$ cat config.mk
export PLATFORM = sky130hd
export DESIGN_NAME = uart_receiver
export DESIGN_NICKNAME = d
export VERILOG_FILES = /design/src/rtl/uart_pkg.sv /design/src/rtl/br_generator.sv /design/src/rtl/uart_receiver.sv
export SDC_FILE = /design/constraint.sdc
export NUM_CORES = 1
export LEC_CHECK = 0
export BUFFER_PORTS_ARGS = -buffer_cell sky130_fd_sc_hd__buf_2
export CAP_MARGIN = 25
export CORE_MARGIN = 3
export CORE_UTILIZATION = 35
export CTS_CLUSTER_DIAMETER = 50
export CTS_CLUSTER_SIZE = 30
export DETAILED_ROUTE_END_ITERATION = 12
export HOLD_SLACK_MARGIN = 0.05
export SYNTH_ARGS = -nofsm -noshare
export SYNTH_HDL_FRONTEND = slang
export SYNTH_SLANG_ARGS = --single-unit
$ cat constraint.sdc
create_clock -name clk -period 2.2 [get_ports clk]
set_input_delay 0 -clock clk [delete_from_list [all_inputs] [get_ports clk]]
set_output_delay 0 -clock clk [all_outputs]
set_load 0.02 [all_outputs]
$ cat src/rtl/uart_pkg.sv
// Shared definitions for the UART receive path: FSM state encoding,
// default clocking constants and the oversample divisor calculation.
package uart_pkg;

   typedef enum logic [1:0] {
      IDLE  = 2'd0,
      START = 2'd1,
      DATA  = 2'd2,
      STOP  = 2'd3
   } rx_state_t;

   localparam int unsigned DEF_FREQ      = 100_000_000;
   localparam int unsigned DEF_BAUD_RATE = 19_200;

   // Clocks per oversample tick (16x baud), truncating division.
   function automatic int unsigned calc_div(input int unsigned freq, input int unsigned baud);
      return freq / (baud * 16);
   endfunction

endpackage

$ cat src/rtl/br_generator.sv
// Oversample tick generator: free-running 0..DIV-1 counter, o_tick high
// for the single cycle the counter sits at DIV-1.
module br_generator
   import uart_pkg::*;
#(
   parameter int unsigned FREQ      = DEF_FREQ,
   parameter int unsigned BAUD_RATE = DEF_BAUD_RATE,
   parameter int unsigned N         = 10
) (
   input  logic clk,
   input  logic reset,
   output logic o_tick
);

   localparam int unsigned DIV  = calc_div(FREQ, BAUD_RATE);
   localparam logic [N-1:0] LAST = N'(DIV - 1);

   logic [N-1:0] cnt;

   always_ff @(posedge clk) begin
      if (reset)
         cnt <= '0;
      else if (cnt == LAST)
         cnt <= '0;
      else
         cnt <= cnt + N'(1);
   end

   assign o_tick = (cnt == LAST);

endmodule

$ cat src/rtl/uart_receiver.sv
// 8N1 UART receiver: 2-flop input synchronizer plus a 16x oversampling
// FSM that samples mid-bit and delivers a byte with a one-cycle done strobe.
//
// state | meaning
// IDLE  | line idle, waiting for a low level on synchronized rx
// START | counting to mid start bit, rejecting glitches
// DATA  | sampling DATA_WIDTH data bits at mid-bit, LSB first
// STOP  | waiting to mid stop bit, then deliver byte and framing status
module uart_receiver
   import uart_pkg::*;
#(
   parameter int unsigned FREQ       = DEF_FREQ,
   parameter int unsigned BAUD_RATE  = DEF_BAUD_RATE,
   parameter int unsigned N          = 10,
   parameter int unsigned DATA_WIDTH = 8,
   parameter int unsigned STOP_TICKS = 16
) (
   input  logic                  clk,
   input  logic                  reset,
   input  logic                  i_rx,
   output logic                  o_tick,
   output logic                  o_rx_done,
   output logic [DATA_WIDTH-1:0] o_data_byte,
   output logic                  o_frame_err
);

   localparam logic [2:0] LAST_BIT  = 3'(DATA_WIDTH - 1);
   localparam logic [3:0] STOP_LAST = 4'(STOP_TICKS - 1);

   logic rx_meta, rx_sync;

   rx_state_t state, state_nxt;
   logic [3:0]            s, s_nxt;
   logic [2:0]            n, n_nxt;
   logic [DATA_WIDTH-1:0] b, b_nxt, data_nxt;
   logic                  done_nxt, err_nxt;

   br_generator #(
      .FREQ      (FREQ),
      .BAUD_RATE (BAUD_RATE),
      .N         (N)
   ) u_br_generator (
      .clk    (clk),
      .reset  (reset),
      .o_tick (o_tick)
   );

   always_ff @(posedge clk) begin
      if (reset) begin
         rx_meta <= 1'b1;
         rx_sync <= 1'b1;
      end else begin
         rx_meta <= i_rx;
         rx_sync <= rx_meta;
      end
   end

   always_ff @(posedge clk) begin
      if (reset) begin
         state       <= IDLE;
         s           <= '0;
         n           <= '0;
         b           <= '0;
         o_data_byte <= '0;
         o_rx_done   <= 1'b0;
         o_frame_err <= 1'b0;
      end else begin
         state       <= state_nxt;
         s           <= s_nxt;
         n           <= n_nxt;
         b           <= b_nxt;
         o_data_byte <= data_nxt;
         o_rx_done   <= done_nxt;
         o_frame_err <= err_nxt;
      end
   end

   always_comb begin
      state_nxt = state;
      s_nxt     = s;
      n_nxt     = n;
      b_nxt     = b;
      data_nxt  = o_data_byte;
      done_nxt  = 1'b0;
      err_nxt   = 1'b0;
      unique case (state)
         IDLE: begin
            // Start detection runs every clock so back-to-back frames re-arm at once.
            if (!rx_sync) begin
               state_nxt = START;
               s_nxt     = '0;
            end
         end
         START: begin
            if (o_tick) begin
               if (s == 4'd7) begin
                  if (!rx_sync) begin
                     state_nxt = DATA;
                     s_nxt     = '0;
                     n_nxt     = '0;
                  end else begin
                     state_nxt = IDLE;
                  end
               end else begin
                  s_nxt = s + 4'd1;
               end
            end
         end
         DATA: begin
            if (o_tick) begin
               if (s == 4'd15) begin
                  s_nxt = '0;
                  b_nxt = {rx_sync, b[DATA_WIDTH-1:1]};
                  if (n == LAST_BIT)
                     state_nxt = STOP;
                  else
                     n_nxt = n + 3'd1;
               end else begin
                  s_nxt = s + 4'd1;
               end
            end
         end
         STOP: begin
            if (o_tick) begin
               if (s == STOP_LAST) begin
                  // Byte is delivered even when the stop bit is bad.
                  data_nxt  = b;
                  done_nxt  = 1'b1;
                  err_nxt   = ~rx_sync;
                  state_nxt = IDLE;
               end else begin
                  s_nxt = s + 4'd1;
               end
            end
         end
         default: state_nxt = IDLE;
      endcase
   end

endmodule

After elaboration in Yosys (flattened, before gate mapping)
Index checks and enable logic that the tools add are counted.
Widths: inputs -> output; s select.
{"block": "totals", "output_inout_bits": 11, "reg_bits": 39}
{"block": "op_classes", "n_eq_ne": 18, "mux": 26, "addsub": 3, "bitwise": 4, "reduce_logical": 10}
{"operator": "$mux 4", "n": 7}
{"operator": "$ne 2x2->1 const B", "n": 11}
{"operator": "$mux 2", "n": 9}
{"operator": "$mux 3", "n": 6}
{"operator": "$pmux 4 s4", "n": 1}
{"operator": "$add 10x1->10 const B", "n": 1}
{"operator": "$eq 10x9->1 const B", "n": 1}
{"operator": "$pmux 2 s4", "n": 1}
{"operator": "$reduce_and 8->1", "n": 1}
{"operator": "$reduce_and 7->1", "n": 1}
{"operator": "$pmux 3 s2", "n": 1}
{"operator": "$reduce_and 3->1", "n": 2}
{"operator": "$add 4x1->4 const B", "n": 1}
{"operator": "$eq 2x2->1 const B", "n": 2}
{"operator": "$eq 4x3->1 const B", "n": 1}
{"operator": "$eq 4x4->1 const B", "n": 1}
{"operator": "$not 1->1", "n": 4}
{"operator": "$reduce_and 4->1", "n": 1}
{"operator": "$reduce_or 4->1", "n": 1}
{"operator": "$add 3x1->3 const B", "n": 1}
{"operator": "$eq 3x3->1 const B", "n": 1}
{"operator": "$reduce_or 3->1", "n": 1}
{"operator": "$eq 2x1->1 const B", "n": 1}
{"operator": "$logic_not 2->1", "n": 1}
{"operator": "other kinds (3)", "n": 3}

Longest topological paths before layout
{"block": "logic_depth", "ltp_word": 5, "mapped_depth": 10, "mapped_depth_nobuf": 8}

Modules after synthesis
Synthesis repeated with hierarchy kept, for this count alone.
{"block": "unflattened", "hier_cells": 189, "area_unflattened_um2": 1833.0}
{"module": "uart_receiver", "seq_area_each_um2": 580.6, "n_inst": 1, "cells_per_inst": 135, "area_per_inst_um2": 1348.8}
{"module": "br_generator", "seq_area_each_um2": 200.2, "n_inst": 1, "cells_per_inst": 54, "area_per_inst_um2": 484.2}

Worst setup path after synthesis
Ideal clock, no wire load.
{"block": "synth_path", "path_kind": "flip-flop to flip-flop", "from": "register u_br_generator.cnt[4]", "to": "register o_data_byte[0]", "t_required_ns": 2.072, "synth_period_minus_slack_ns": 2.263, "path_slack_ns": -0.063, "n_path_buf": 2, "t_arrival_ns": 2.136, "path_stages_with_launch": 9, "cell_sequence": "dfxtp_1 > or4b_4 > or3_4 > buf_6 > inv_1 > nand3_1 > clkbuf_1 > mux2i_1 > nor2_1"}
{"block": "synth_via", "elab_chain_len": 2}
{"item": "start, declared", "line": "br_generator.sv:18", "text": "logic [N-1:0] cnt;"}
{"item": "start signal, assigned", "line": "br_generator.sv:26", "text": "cnt <= cnt + N'(1);"}
{"item": "$eq 10x9->1", "line": "br_generator.sv:29", "text": "assign o_tick = (cnt == LAST);"}
{"item": "named net o_tick", "line": "uart_receiver.sv:21", "text": "output logic o_tick,"}
{"item": "$reduce_and 3->1 (no line)"}
{"item": "end signal, assigned", "line": "uart_receiver.sv:72", "text": "o_data_byte <= data_nxt;"}
{"item": "end, declared", "line": "uart_receiver.sv:23", "text": "output logic [DATA_WIDTH-1:0] o_data_byte,"}
The timed path passes the listed nets, and every way through them passes these cells.
A chain may end at the register's enable or synchronous reset.

Worst setup path in the final report
{"block": "layout_path", "from": "register u_br_generator.cnt[7]", "to": "register s[0]"}
{"block": "layout_via", "elab_chain_len": 3}
{"item": "$eq 10x9->1 *", "line": "br_generator.sv:29"}
{"item": "$ne 2x2->1 (no line)"}
{"item": "$reduce_and 4->1 (no line) *"}
{"item": "end signal, assigned", "line": "uart_receiver.sv:69", "text": "s <= s_nxt;"}
{"item": "end, declared", "line": "uart_receiver.sv:33", "text": "logic [3:0] s, s_nxt;"}
Every way passes the cells marked *; elsewhere a longest branch is shown, timed or not.

==> impl_metrics.xml <==
<?xml version="1.0" encoding="UTF-8"?>
<metrics>
  <group name="setup_path">
    <metric name="critical_path.max_stage_delay" unit="ns">0.55</metric>
    <metric name="critical_path.slowest_cell" unit="">or4b_4</metric>
    <metric name="critical_path_buf_inv_count" unit="">0</metric>
    <metric name="path_class" unit="">reg2reg</metric>
    <metric name="critPathLaunchType" unit="">flop</metric>
    <metric name="crit_start" unit="">u_br_generator.cnt[7]</metric>
    <metric name="timing.critical_path.depth" unit="">5</metric>
    <metric name="worst-r2r-cell-count" unit="">5</metric>
    <metric name="critical_path.endpoint_type" unit="">flop</metric>
    <metric name="start_of_the_worst_register_to_register_path" unit="">u_br_generator.cnt[7]</metric>
    <metric name="timing.reg2reg.setup_slack" unit="ns">0.06</metric>
    <metric name="worst-path-max-fanout" unit="">5</metric>
    <metric name="worst_path_dominant_cell_family" unit="">simple AND/OR/NAND/NOR gates</metric>
    <metric name="crit-reg2reg-capture" unit="">s[0]</metric>
    <metric name="critical_path.cell_chain" unit="">or4b_4, or3_4, or4_4, a211o_1, nand2_1</metric>
    <metric name="crit_required" unit="ns">2.43</metric>
    <metric name="endpoint" unit="">s[0]</metric>
    <metric name="worst-endpoint-arrival" unit="ns">2.37</metric>
  </group>
  <group name="floorplan">
    <metric name="chipWidth" unit="um">75.63</metric>
    <metric name="coreArea" unit="um^2">4504</metric>
    <metric name="floorplan_die_area" unit="um^2">5719</metric>
    <metric name="floorplan.initialDensity" unit="%">37.67</metric>
    <metric name="ioPinCount" unit="">14</metric>
    <metric name="rows" unit="">24</metric>
    <metric name="die_height" unit="um">75.63</metric>
  </group>
  <group name="place">
    <metric name="dpl.hpwl" unit="mm">2.186</metric>
    <metric name="io_port_bufs" unit="">13</metric>
    <metric name="place_worst_setup_slack" unit="ns">0.02153</metric>
    <metric name="placement.cell_area" unit="um^2">1853</metric>
    <metric name="gp_congestion" unit="">0.7888</metric>
  </group>
  <group name="final_layout">
    <metric name="multiInputGateArea" unit="um^2">867.1</metric>
    <metric name="fill_cells" unit="">462</metric>
    <metric name="syn2layout_area_growth" unit="%">17.04</metric>
    <metric name="final_cell_area" unit="um^2">1986</metric>
    <metric name="n_antenna_cell" unit="">0</metric>
    <metric name="sequential_cell_area" unit="um^2">782.0</metric>
    <metric name="final_layout_size_suffix_gt1_share" unit="%">18.78</metric>
    <metric name="nets" unit="">221</metric>
  </group>
  <group name="sta">
    <metric name="clock.fmax" unit="MHz">467.8</metric>
    <metric name="fin_tns_setup" unit="ns">0</metric>
    <metric name="finClkSkew" unit="ns">0.001621</metric>
    <metric name="final.min_clock_period" unit="ns">2.137</metric>
    <metric name="final.setup.worst_slack" unit="ns">0.06252</metric>
    <metric name="post-route-period-util" unit="%">97.16</metric>
    <metric name="setup_viol_count_final" unit="">0</metric>
    <metric name="whs" unit="ns">0.1839</metric>
    <metric name="worst_slew_pin_slew" unit="ns">0.5414</metric>
    <metric name="unrepaired_setup_endpoints_after_global_routing" unit="">yes</metric>
    <metric name="final_hold_viol_count" unit="">0</metric>
    <metric name="slew-limit-headroom" unit="%">63.90</metric>
    <metric name="final_count_of_pins_violating_max_slew" unit="">0</metric>
  </group>
  <group name="clock_network">
    <metric name="cts_tree" unit="">built</metric>
    <metric name="cts.reportedPaths.clkPinSlew" unit="ns">0.07</metric>
    <metric name="clock-root-buffer" unit="">clkbuf_8</metric>
    <metric name="number_of_buffers_on_the_longest_clock_path" unit="">2</metric>
    <metric name="cts.htree.levels" unit="">2</metric>
    <metric name="cts_setup_buffers" unit="">0</metric>
    <metric name="clock_sinks" unit="">39</metric>
    <metric name="worstSkewPairLatency" unit="ns">0.28</metric>
    <metric name="cts_made_buffers" unit="">5</metric>
  </group>
  <group name="job">
    <metric name="timing.max_cap.violations" unit="">0</metric>
  </group>
  <group name="detailed_routing">
    <metric name="wire_per_inst" unit="um">12.50</metric>
    <metric name="remaining_antenna_violation_count" unit="">0</metric>
    <metric name="wl" unit="mm">3.312</metric>
    <metric name="routed_via_density" unit="">5.068</metric>
    <metric name="route.detailed.drc" unit="">0</metric>
    <metric name="dr_total_vias" unit="">1343</metric>
    <metric name="drtIter0Drc" unit="">76</metric>
    <metric name="detailed_routing_iteration_count_for_the_pre_antenna_repair_pass" unit="">4</metric>
  </group>
  <group name="grt">
    <metric name="met1_demand_to_capacity_share_in_global_routing" unit="%">18.41</metric>
    <metric name="first_global_vias" unit="">1256</metric>
    <metric name="grt_usage" unit="%">13.07</metric>
    <metric name="grt_antenna_before_repair" unit="">0</metric>
    <metric name="wire_length_of_the_first_global_routing_pass" unit="mm">5.713</metric>
    <metric name="maximum_number_of_pins_on_one_net_before_global_route_repair" unit="">32</metric>
    <metric name="globalRouteMet2Util" unit="%">19.08</metric>
    <metric name="most_crowded_layer_gr" unit="">met2</metric>
    <metric name="global_route.usage.met3" unit="%">3.298</metric>
    <metric name="overflow" unit="">0</metric>
  </group>
  <group name="yosys">
    <metric name="mappedNetlistArea" unit="um^2">1697</metric>
    <metric name="ys.warnings.count" unit="">0</metric>
    <metric name="syn_inst_count" unit="">192</metric>
    <metric name="synth-seq-area-share" unit="%">46.02</metric>
    <metric name="yosys_register_bits" unit="">39</metric>
    <metric name="asyncSetResetFlopFracSynth" unit="%">0</metric>
    <metric name="syn_avg_cell_area" unit="um^2">8.837</metric>
    <metric name="synth_top_flop_cell" unit="">dfxtp_1</metric>
    <metric name="synth.distinct_cells" unit="">40</metric>
    <metric name="synth.net_count" unit="">200</metric>
    <metric name="number_of_flops_mapped_to_enable_cells_by_yosys" unit="">0</metric>
  </group>
  <group name="min_path">
    <metric name="hold_path_depth" unit="">2</metric>
    <metric name="worstHoldStart" unit="">reset</metric>
    <metric name="hold_crit_class" unit="">in2reg</metric>
  </group>
  <group name="outcome">
    <metric name="run_status" unit="">completed</metric>
  </group>
  <group name="power_and_ir_drop">
    <metric name="power_leakage" unit="nW">0.8335</metric>
    <metric name="power.density" unit="nW/um^2">666.7</metric>
    <metric name="totalPowerFinal" unit="W">0.001324</metric>
    <metric name="peak_supply_drop" unit="mV">0.3692</metric>
  </group>
</metrics>
[cells by family (layout without fill, tap and decap cells)]
logic type	Yosys count	count (layout)	synth area share [%]
adder cells (fa/ha/maj)	5	5	3.687
XOR/XNOR	9	9	4.646
AO/OA/AOI/OAI	25	25	9.145
flip-flops	39	39	46.02
multiplexers	9	9	5.310
buffers and inverters	16	36	4.056
AND/OR/NAND/NOR	89	90	27.14
[metal layers]
layer,up-vias,wire length [um]
met5,-,0
met4,0,52
met3,7,126
met2,22,1438
met1,613,1694
li1,701,-
[worst min-delay path by stage]
stage                                 to  slack, ns
after floorplan                  rx_meta       0.10
after global placement           rx_meta       0.19
after detailed placement         rx_meta       0.19
after CTS                           n[0]       0.18
after global routing      o_data_byte[4]       0.22
final                     o_data_byte[7]       0.18
[power breakdown]
part           switching [W]  internal (W)
clock network       0.000232      0.000332
registers         0.00000992      0.000713
logic              0.0000228     0.0000136
[synthesized netlist by cell type, types with 4 or more instances]
library cell  instances  area (um^2)
a21oi_1              11        55.05
clkbuf_1              9        33.78
dfxtp_1              39        780.8
ha_1                  5        62.56
inv_1                 5        18.77
mux2i_1               9        90.09
nand2_1              21        78.83
nand2b_1              4        25.02
nand3_1               8        40.04
nor2_1               27        101.4
nor3_1                6        30.03
o21ai_0               5        25.02
xnor2_1               6        52.55
[stage by stage]
stage / util [%] / instances
final: 44.08 / 265
after global routing: 44.08 / 265
after CTS: 43.64 / 264
after detailed placement: 41.14 / 256
after global placement: 41.14 / 256
after floorplan: - / 192
[registers in the layout, summed over array words and instances (netlist names), named ones only]
| signal | count |
|---|---|
| o_rx_done | 1 |
| o_data_byte | 8 |
| n | 3 |
| o_frame_err | 1 |
| u_br_generator.cnt | 10 |
| rx_sync | 1 |
| s | 4 |
| state | 1 |
| b | 8 |
| rx_meta | 1 |
[placed cells by master, fill, tap and decap left out, drive strengths merged, types with 2 or more instances in the layout]
cell type / instances
or2: 2
nand2b: 4
o21ai: 5
nand3: 8
nor3: 6
or4b: 2
nand3b: 3
xnor2: 6
xor2: 3
or3: 3
nor2: 27
and4: 2
inv: 5
a21oi: 11
a211oi: 3
mux2i: 9
clkbuf: 6
nand2: 21
dfxtp: 39
and3: 3
buf: 23
nor4: 2
ha: 5
[repair_timing]
item	CTS	global route
endpoints found under the setup margin	0	11
hold buffers	1	0
resized for setup	0	3
hold endpoints to repair	1	0
[area by class of cell]
class                           count  area share, %
Clock buffer                        6          3.655
Clock inverter                      1          1.512
Inverter                            5         0.9452
Multi-Input combinational cell    138          43.67
Sequential cell                    39          39.38
Tap cell                           52          3.277
Timing Repair Buffer               24          7.561
Power figures use the tool's default switching activity.
